**config.mk**
```make
export PLATFORM = sky130hd
export DESIGN_NAME = hot_addr_reader
export DESIGN_NICKNAME = d
export VERILOG_FILES = /design/src/rtl/hot_addr_reader.sv
export SDC_FILE = /design/constraint.sdc
export NUM_CORES = 1
export LEC_CHECK = 0
export ABC_CLOCK_PERIOD_IN_PS = 12500
export CORE_MARGIN = 10
export CORE_UTILIZATION = 52
export DETAILED_ROUTE_END_ITERATION = 16
export DONT_BUFFER_PORTS = 1
export PLACE_DENSITY = 0.75
export SYNTH_ARGS = -nofsm -noshare
export SYNTH_HDL_FRONTEND = slang
export SYNTH_SLANG_ARGS = --single-unit
```
**constraint.sdc**
```tcl
create_clock -name clk -period 12.5 [get_ports clk]
set_input_delay 1.25 -clock clk [delete_from_list [all_inputs] [get_ports clk]]
set_output_delay 1.25 -clock clk [all_outputs]
set_load 0.02 [all_outputs]
```
**src/rtl/hot_addr_reader.sv**
```systemverilog
// hot_addr_reader: issues periodic or software-triggered queries to the hot
// tracker, collects the migration address beats that follow, and buffers them
// in a first-word fall-through FIFO that the CSR side pops.
module hot_addr_reader #(
  parameter int ADDR_SIZE = 33,
  parameter int DEPTH     = 16,
  parameter int NUM_ENTRY = 25,
  parameter int TIMEOUT   = 64
) (
  input  logic                     clk,
  input  logic                     rst,
  input  logic [31:0]              csr_query_interval,
  input  logic                     csr_query_now,
  output logic                     query_en,
  input  logic                     query_ready,
  input  logic                     mig_addr_en,
  input  logic [ADDR_SIZE-1:0]     mig_addr,
  output logic                     mig_addr_ready,
  input  logic                     rd_req,
  output logic                     rd_valid,
  output logic [ADDR_SIZE-1:0]     rd_data,
  output logic [$clog2(DEPTH):0]   fill_level,
  output logic [15:0]              drop_cnt,
  output logic [15:0]              query_cnt,
  output logic                     busy
);

  localparam int PTR_W  = $clog2(DEPTH);
  localparam int CNT_W  = PTR_W + 1;
  localparam int BEAT_W = $clog2(NUM_ENTRY + 1);
  localparam int TMR_W  = $clog2(TIMEOUT + 1);

  localparam logic [1:0] ST_IDLE    = 2'd0;
  localparam logic [1:0] ST_REQ     = 2'd1;
  localparam logic [1:0] ST_COLLECT = 2'd2;

  logic [1:0]           state_q, state_d;
  logic                 query_en_q, query_en_d;
  logic [31:0]          ival_q, ival_d;
  logic                 pend_q, pend_d;
  logic [BEAT_W-1:0]    beat_q, beat_d;
  logic [TMR_W-1:0]     idle_q, idle_d;
  logic [15:0]          qcnt_q, qcnt_d;
  logic [PTR_W-1:0]     wr_ptr_q, wr_ptr_d, rd_ptr_q, rd_ptr_d;
  logic [CNT_W-1:0]     count_q, count_d;
  logic [15:0]          drop_q, drop_d;
  logic [ADDR_SIZE-1:0] mem_q [DEPTH];

  logic push_s, pop_s, full_s, wr_s, drop_s;

  // Beats are accepted unconditionally outside reset; overflow is handled by
  // dropping, never by back-pressure.
  assign mig_addr_ready = ~rst;

  assign push_s = mig_addr_en & mig_addr_ready;
  assign full_s = (count_q == CNT_W'(DEPTH));
  assign pop_s  = rd_req & (count_q != CNT_W'(0));
  assign wr_s   = push_s & (~full_s | pop_s);
  assign drop_s = push_s & full_s & ~pop_s;

  // Query/collect FSM next-state, interval timer, pending trigger and round counters.
  always_comb begin
    state_d = state_q;
    ival_d  = ival_q;
    pend_d  = pend_q;
    beat_d  = BEAT_W'(0);
    idle_d  = TMR_W'(0);
    qcnt_d  = qcnt_q;
    case (state_q)
      ST_IDLE: begin
        if (csr_query_now || pend_q ||
            ((csr_query_interval != 32'd0) && (ival_q == 32'd1))) begin
          state_d = ST_REQ;
          ival_d  = csr_query_interval;
          pend_d  = 1'b0;
        end else if (csr_query_interval == 32'd0) begin
          ival_d = csr_query_interval;
        end else if (ival_q == 32'd0) begin
          // interval was just enabled from 0: start a full period
          ival_d = csr_query_interval;
        end else begin
          ival_d = ival_q - 32'd1;
        end
      end
      ST_REQ: begin
        if (csr_query_now) begin
          pend_d = 1'b1;
        end else begin
          pend_d = pend_q;
        end
        if (query_en_q && query_ready) begin
          state_d = ST_COLLECT;
          qcnt_d  = qcnt_q + 16'd1;
        end else begin
          state_d = ST_REQ;
        end
      end
      ST_COLLECT: begin
        if (csr_query_now) begin
          pend_d = 1'b1;
        end else begin
          pend_d = pend_q;
        end
        if ((beat_q == BEAT_W'(NUM_ENTRY)) || (idle_q == TMR_W'(TIMEOUT))) begin
          state_d = ST_IDLE;
        end else if (push_s) begin
          beat_d = beat_q + BEAT_W'(1);
          idle_d = TMR_W'(0);
        end else begin
          beat_d = beat_q;
          idle_d = idle_q + TMR_W'(1);
        end
      end
      default: begin
        state_d = ST_IDLE;
      end
    endcase
    if (csr_query_interval == 32'd0) begin
      ival_d = 32'd0;
    end else begin
      ival_d = ival_d;
    end
    query_en_d = (state_d == ST_REQ);
  end

  // FIFO pointer, occupancy and drop-counter next-state.
  always_comb begin
    wr_ptr_d = wr_ptr_q;
    rd_ptr_d = rd_ptr_q;
    drop_d   = drop_q;
    if (wr_s) begin
      wr_ptr_d = wr_ptr_q + PTR_W'(1);
    end else begin
      wr_ptr_d = wr_ptr_q;
    end
    if (pop_s) begin
      rd_ptr_d = rd_ptr_q + PTR_W'(1);
    end else begin
      rd_ptr_d = rd_ptr_q;
    end
    if (drop_s && (drop_q != 16'hFFFF)) begin
      drop_d = drop_q + 16'd1;
    end else begin
      drop_d = drop_q;
    end
    count_d = count_q + CNT_W'(wr_s) - CNT_W'(pop_s);
  end

  // State and counter registers; reset also discards buffered entries.
  always_ff @(posedge clk) begin
    if (rst) begin
      state_q    <= ST_IDLE;
      query_en_q <= 1'b0;
      ival_q     <= csr_query_interval;
      pend_q     <= 1'b0;
      beat_q     <= BEAT_W'(0);
      idle_q     <= TMR_W'(0);
      qcnt_q     <= 16'd0;
      wr_ptr_q   <= PTR_W'(0);
      rd_ptr_q   <= PTR_W'(0);
      count_q    <= CNT_W'(0);
      drop_q     <= 16'd0;
    end else begin
      state_q    <= state_d;
      query_en_q <= query_en_d;
      ival_q     <= ival_d;
      pend_q     <= pend_d;
      beat_q     <= beat_d;
      idle_q     <= idle_d;
      qcnt_q     <= qcnt_d;
      wr_ptr_q   <= wr_ptr_d;
      rd_ptr_q   <= rd_ptr_d;
      count_q    <= count_d;
      drop_q     <= drop_d;
    end
  end

  // Buffer storage; contents need no reset because occupancy gates visibility.
  always_ff @(posedge clk) begin
    if (wr_s) begin
      mem_q[wr_ptr_q] <= mig_addr;
    end
  end

  assign query_en   = query_en_q;
  assign query_cnt  = qcnt_q;
  assign busy       = (state_q != ST_IDLE);
  assign rd_valid   = (count_q != CNT_W'(0));
  assign rd_data    = mem_q[rd_ptr_q];
  assign fill_level = count_q;
  assign drop_cnt   = drop_q;

endmodule

```
After elaboration in Yosys (flattened, before gate mapping)
Memory sizes are Yosys's and may differ from the RTL's. A register that Yosys moved wholly into a read port is not among the register bits.
Index checks and enable logic that the tools add are counted.
{"block": "classes", "n_addsub": 9, "n_eq_ne": 10, "mux": 16, "bitwise": 10, "n_reduce_logical": 19}
{"operator": "two-way mux 32 bit", "count": 5}
{"operator": "zero test 32 bit", "count": 2}
{"operator": "adder 16 x 1 -> 16 bit, second input constant", "count": 2}
{"operator": "equality test 32 x 1 -> 1 bit, second input constant", "count": 1}
{"operator": "nonzero test 32 bit", "count": 1}
{"operator": "subtractor 32 x 1 -> 32 bit, second input constant", "count": 1}
{"operator": "inequality test 16 bit, second input constant", "count": 1}
{"operator": "equality test 5 bit, second input constant", "count": 2}
{"operator": "adder 4 x 1 -> 4 bit, second input constant", "count": 2}
{"operator": "two-way mux 4 bit", "count": 2}
{"operator": "adder 7 x 1 -> 7 bit, second input constant", "count": 1}
{"operator": "equality test 7 bit, second input constant", "count": 1}
{"operator": "two-way mux 2 bit", "count": 3}
{"operator": "one-hot mux 2 bit (3 select lines)", "count": 1}
{"operator": "adder 5 x 1 -> 5 bit", "count": 1}
{"operator": "adder 5 x 1 -> 5 bit, second input constant", "count": 1}
{"operator": "bitwise AND 1 bit", "count": 5}
{"operator": "nonzero test 5 bit", "count": 1}
{"operator": "subtractor 5 x 1 -> 5 bit", "count": 1}
{"operator": "equality test 2 x 1 -> 1 bit, second input constant", "count": 2}
{"operator": "two-way mux 1 bit", "count": 4}
{"operator": "inverter 1 bit", "count": 4}
{"operator": "nonzero test 2 bit", "count": 2}
{"operator": "OR reduction 4 bit", "count": 1}
{"operator": "other kinds (13)", "count": 17}
{"block": "word_totals", "ff_bits": 93, "ramBits": 528, "in_bits": 71, "output_inout_bits": 74, "word_cells": 76, "n_memories": 1}
{"name": "mem_q", "words": 16, "word_bits": 33, "rd": 1, "rd_ports_with_merged_regs": 1, "write_ports": 1, "line_no": "47", "source": "logic [ADDR_SIZE-1:0] mem_q [DEPTH];"}

Depth between registers and ports, before layout
{"block": "depth", "word_depth": 7, "ltp_mapped": 15, "depth_no_buf": 15}

Worst setup path after synthesis
Ideal clock, no wire load.
{"block": "synth_path", "kind": "input to register", "start": "input mig_addr_en", "end": "memory mem_q[3][0] (enable)", "setup_ns": 0.464, "arrival_time_ns": 4.493, "required_ns": 12.036, "slack_ns": 7.542, "path_stages": 5, "path_buffers": 1, "cell_sequence": "nor2b_1 > buf_2 > a21boi_1 > nand2_1 > nor3_1"}
{"block": "synth_via", "elab_chain_cells": 4}
{"item": "from (decl)", "line_no": "16", "source": "input logic mig_addr_en,"}
{"item": "bitwise AND 1 bit", "line_no": "55", "source": "assign push_s = mig_addr_en & mig_addr_ready;"}
{"item": "bitwise AND 1 bit", "line_no": "58", "source": "assign wr_s = push_s & (~full_s | pop_s);"}
{"item": "two-way mux 1 bit", "line_no": "180", "source": "if (wr_s) begin"}
{"item": "two-way mux 1 bit (implied by the code)", "line_no": "181", "source": "mem_q[wr_ptr_q] <= mig_addr;"}
{"item": "to (decl)", "line_no": "47"}
Every way passes these cells.

==> metrics.md <==
| Metric | Value |
|---|---|
| Fmax | 0.1926 GHz |
| IO Pins | 145 |
| Multi-input gate area | 6733 um^2 |
| CTS clock-pin slew for the worst setup and hold paths | 0.05 ns |
| LEAKAGE | 8.662 nW |
| Clk_skew | 0.01651 ns |
| Register area | 18130 um^2 |
| Util after Layout | 58.80% |
| Syn avg cell area | 19.18 um^2 |
| Slew @ Worst Pin | 0.9045 ns |
| Worst skew pair latency | 0.59 ns |
| DRT Pass-1 Iters | 4 |
| Asr flop ratio synth | 0% |
| Placeable Area | 47850 um^2 |
| IO buf count | 0 |
| Top_reg_cell synth | edfxtp_1 |
| Dpl cells | 1897 |
| Peak VDD IR | 100.8 uV |
| Critical path required time | 11.25 ns |
| Total number of yosys warnings | 0 |
| Yosys top cell area share | 66.66% |
| Crit start category | register |
| DRT Wirelength | 52.67 mm |
| CTS Buffer Depth | 3 |
| Critical Path Sink Type | output pin |
| Initial DRC count | 1172 |
| CTS Hold Buffers Added | 0 |
| Wire length per cell after detailed routing | 26.11 um |
| H-tree levels | 3 |
| Placer Congestion | 0.8022 |
| Synthesized netlist cell count | 1315 |
| CTS Buf Count | 66 |
| Total negative slack | 0 ns |
| Max-Cap Viols | 0 |
| Fin. max-slew vios | 0 |
| Fin nets | 1445 |
| Hpwl dp | 29.97 mm |
| Starting Density | 52.73% |
| Number of synthesized register bits | 625 |
| Status | finished clean |
| Die X | 240.3 um |
| Initial antenna violation count | 0 |
| Slack of the worst reg-to-reg path | 8.86 ns |
| DR vias/cell | 6.091 |
| Overall routing resource usage | 18.79% |
| Largest fanout on the critical path | 39 |
| Period minus WS final | 5.191 ns |
| Area grow syn2layout | 11.51% |
| Setup violations, final | 0 |
| Vias in the first global route | 13000 |
| Filler cells | 3402 |
| Total gr overflow | 0 |
| RSZ-0062 raised after global routing | false |
| Sequential element share of the synthesized area | 71.81% |
| Mapped Nets | 1410 |
| Setup bufs post-CTS | 0 |
| Cell area after synthesis | 25230 um^2 |
| Post-route insts no fill | 2017 |
| Tightest Hold Check Type | reg -> reg |
| EDFF count, synth | 560 |
| Final hold vios | 0 |
| First-pass GRT wire length | 80.96 mm |
| Worst path arrival time | 3.94 ns |
| CTS tree | built |
| Post-DRT Antenna Nets | 0 |
| Area contributors post-synth | edfxtp_1 (67%), mux4_2 (15%), dfxtp_1 (5.2%) |
| # diodes | 0 |
| Unique masters post-synth | 60 |
| Pwr dens | 183.0 nW/um^2 |
| Fraction of layout cells with a size suffix above 1 | 24.75% |
| Root Buffer Master | clkbuf_16 |
| # resized after CTS | 0 |
| Drt drc | 0 |
| Sink Count | 625 |
| Rel. slew slack | 39.57% |
| DR vias | 12290 |
| Row cnt | 80 |
| Die ar. | 57720 um^2 |
| Pin count of the biggest net entering global routing | 52 |
| Setup Crit Path Kind | reg -> out |
| Post-synth top area cell | edfxtp_1 |
| Final cycle utilization of the critical path | 41.53% |
| Die extent in y | 240.3 um |
-- logic make-up after synthesis --
kind of cell / share of synthesized area, %
compound gates: 2.718
xor+xnor: 2.465
fa+ha+maj: 1.220
buf+inv: 1.964
flops: 71.81
mux: 14.85
simple gates: 4.970
-- path summary, 6_finish.rpt --
| path | cells after the start | start | end |
|---|---|---|---|
| worst max-delay path | 4 | register | rd_data[5] |
| worst min-delay path | 1 | idle_q[0]$_SDFF_PP0_ | idle_q[0]$_SDFF_PP0_ |
| worst max register to register | 7 | fill_level[2]$_SDFF_PP0_ | mem_q[11][7]$_DFFE_PP_ |
| worst min register to register | 1 | idle_q[0]$_SDFF_PP0_ | idle_q[0]$_SDFF_PP0_ |
-- power by group --
part | switching [W] | internal (W)
registers | 0.0000932 | 0.00234
clock network | 0.000786 | 0.00111
logic | 0.000404 | 0.000414
total | 0.00128 | 0.00387
-- worst max-delay path, stage by stage (launching register included) --
cell,delay [ns]
dfxtp_4,0.65
buf_4,0.70
buf_4,0.76
mux4_2,0.60
mux4_2,0.60
-- synth_stat cells (3+ instances only) --
master    number
buf_2         12
nor3_1        22
nand2_1       32
a21oi_1       13
xnor2_1       51
edfxtp_1     560
xor2_1        20
mux2i_1        3
dfxtp_1       65
mux4_2       165
ha_1          23
a211oi_1       5
inv_1         58
buf_1          5
nor2_1        76
o22ai_2       30
nor4_4         3
nand3_1       17
nor2b_1        6
clkbuf_1      35
nor4_1        24
nand4_1       15
o21ai_0        7
o22ai_1        3
buf_6          4
and3_1         6
nand2b_1       5
or3_1          8
-- area by class of cell --
type / count / area share (%)
flip-flops and latches: 625 / 64.44
clock buffers: 89 / 6.213
repair buffers: 26 / 0.6938
clock inverters: 31 / 1.214
well taps: 615 / 2.735
multi-input cells: 573 / 23.93
inverters: 58 / 0.7739
-- state kept, by name, summed over array words and instances (netlist names), 2 cells and up, named ones only --
signal and count:
beat_q 5, drop_cnt 16, fill_level 5, idle_q 7
ival_q 32, mem_q 528, query_cnt 16, rd_ptr_q 4
state_q 2, wr_ptr_q 4
-- through the flow --
step                hold WS [ns]  area (um^2)  power (W)  setup slack (ns)
floorplan                 0.4258        25230   0.003137             7.542
global placement          0.4366        26040   0.003294             7.799
detailed placement        0.4539        26040   0.003308             7.773
CTS                       0.4662        28130   0.005211             7.132
global route              0.4886        28130   0.005345             6.936
finish                    0.4568        28130   0.005149             7.309
-- layer usage --
layer,global-route usage (%),part of all wire [%],vias up,wire [um]
met4,5.387,2.3,0,1203
met3,5.816,9.6,83,5051
met1,24.92,40,6346,20990
met2,29.59,48,491,25430
li1,-,-,5365,-
met5,0,0,-,0
-- placed cells by master (no fill, tap or decap), types with 9 or more instances in the layout --
cell type  synthesis  final
a21oi_1           13     13
buf_4              2     26
clkbuf_1          35     22
clkbuf_16          0     66
clkinv_1           0      9
dfxtp_1           65     61
edfxtp_1         560    560
ha_1              23     23
inv_1             58     58
mux4_2           165    165
nand2_1           32     32
nand3_1           17     17
nand4_1           15     15
nor2_1            76     64
nor2_4             0     12
nor3_1            22     18
nor4_1            24     24
o22ai_2           30     30
xnor2_1           51     51
xor2_1            20     20
No activity file was read; power rests on OpenSTA's default activity.
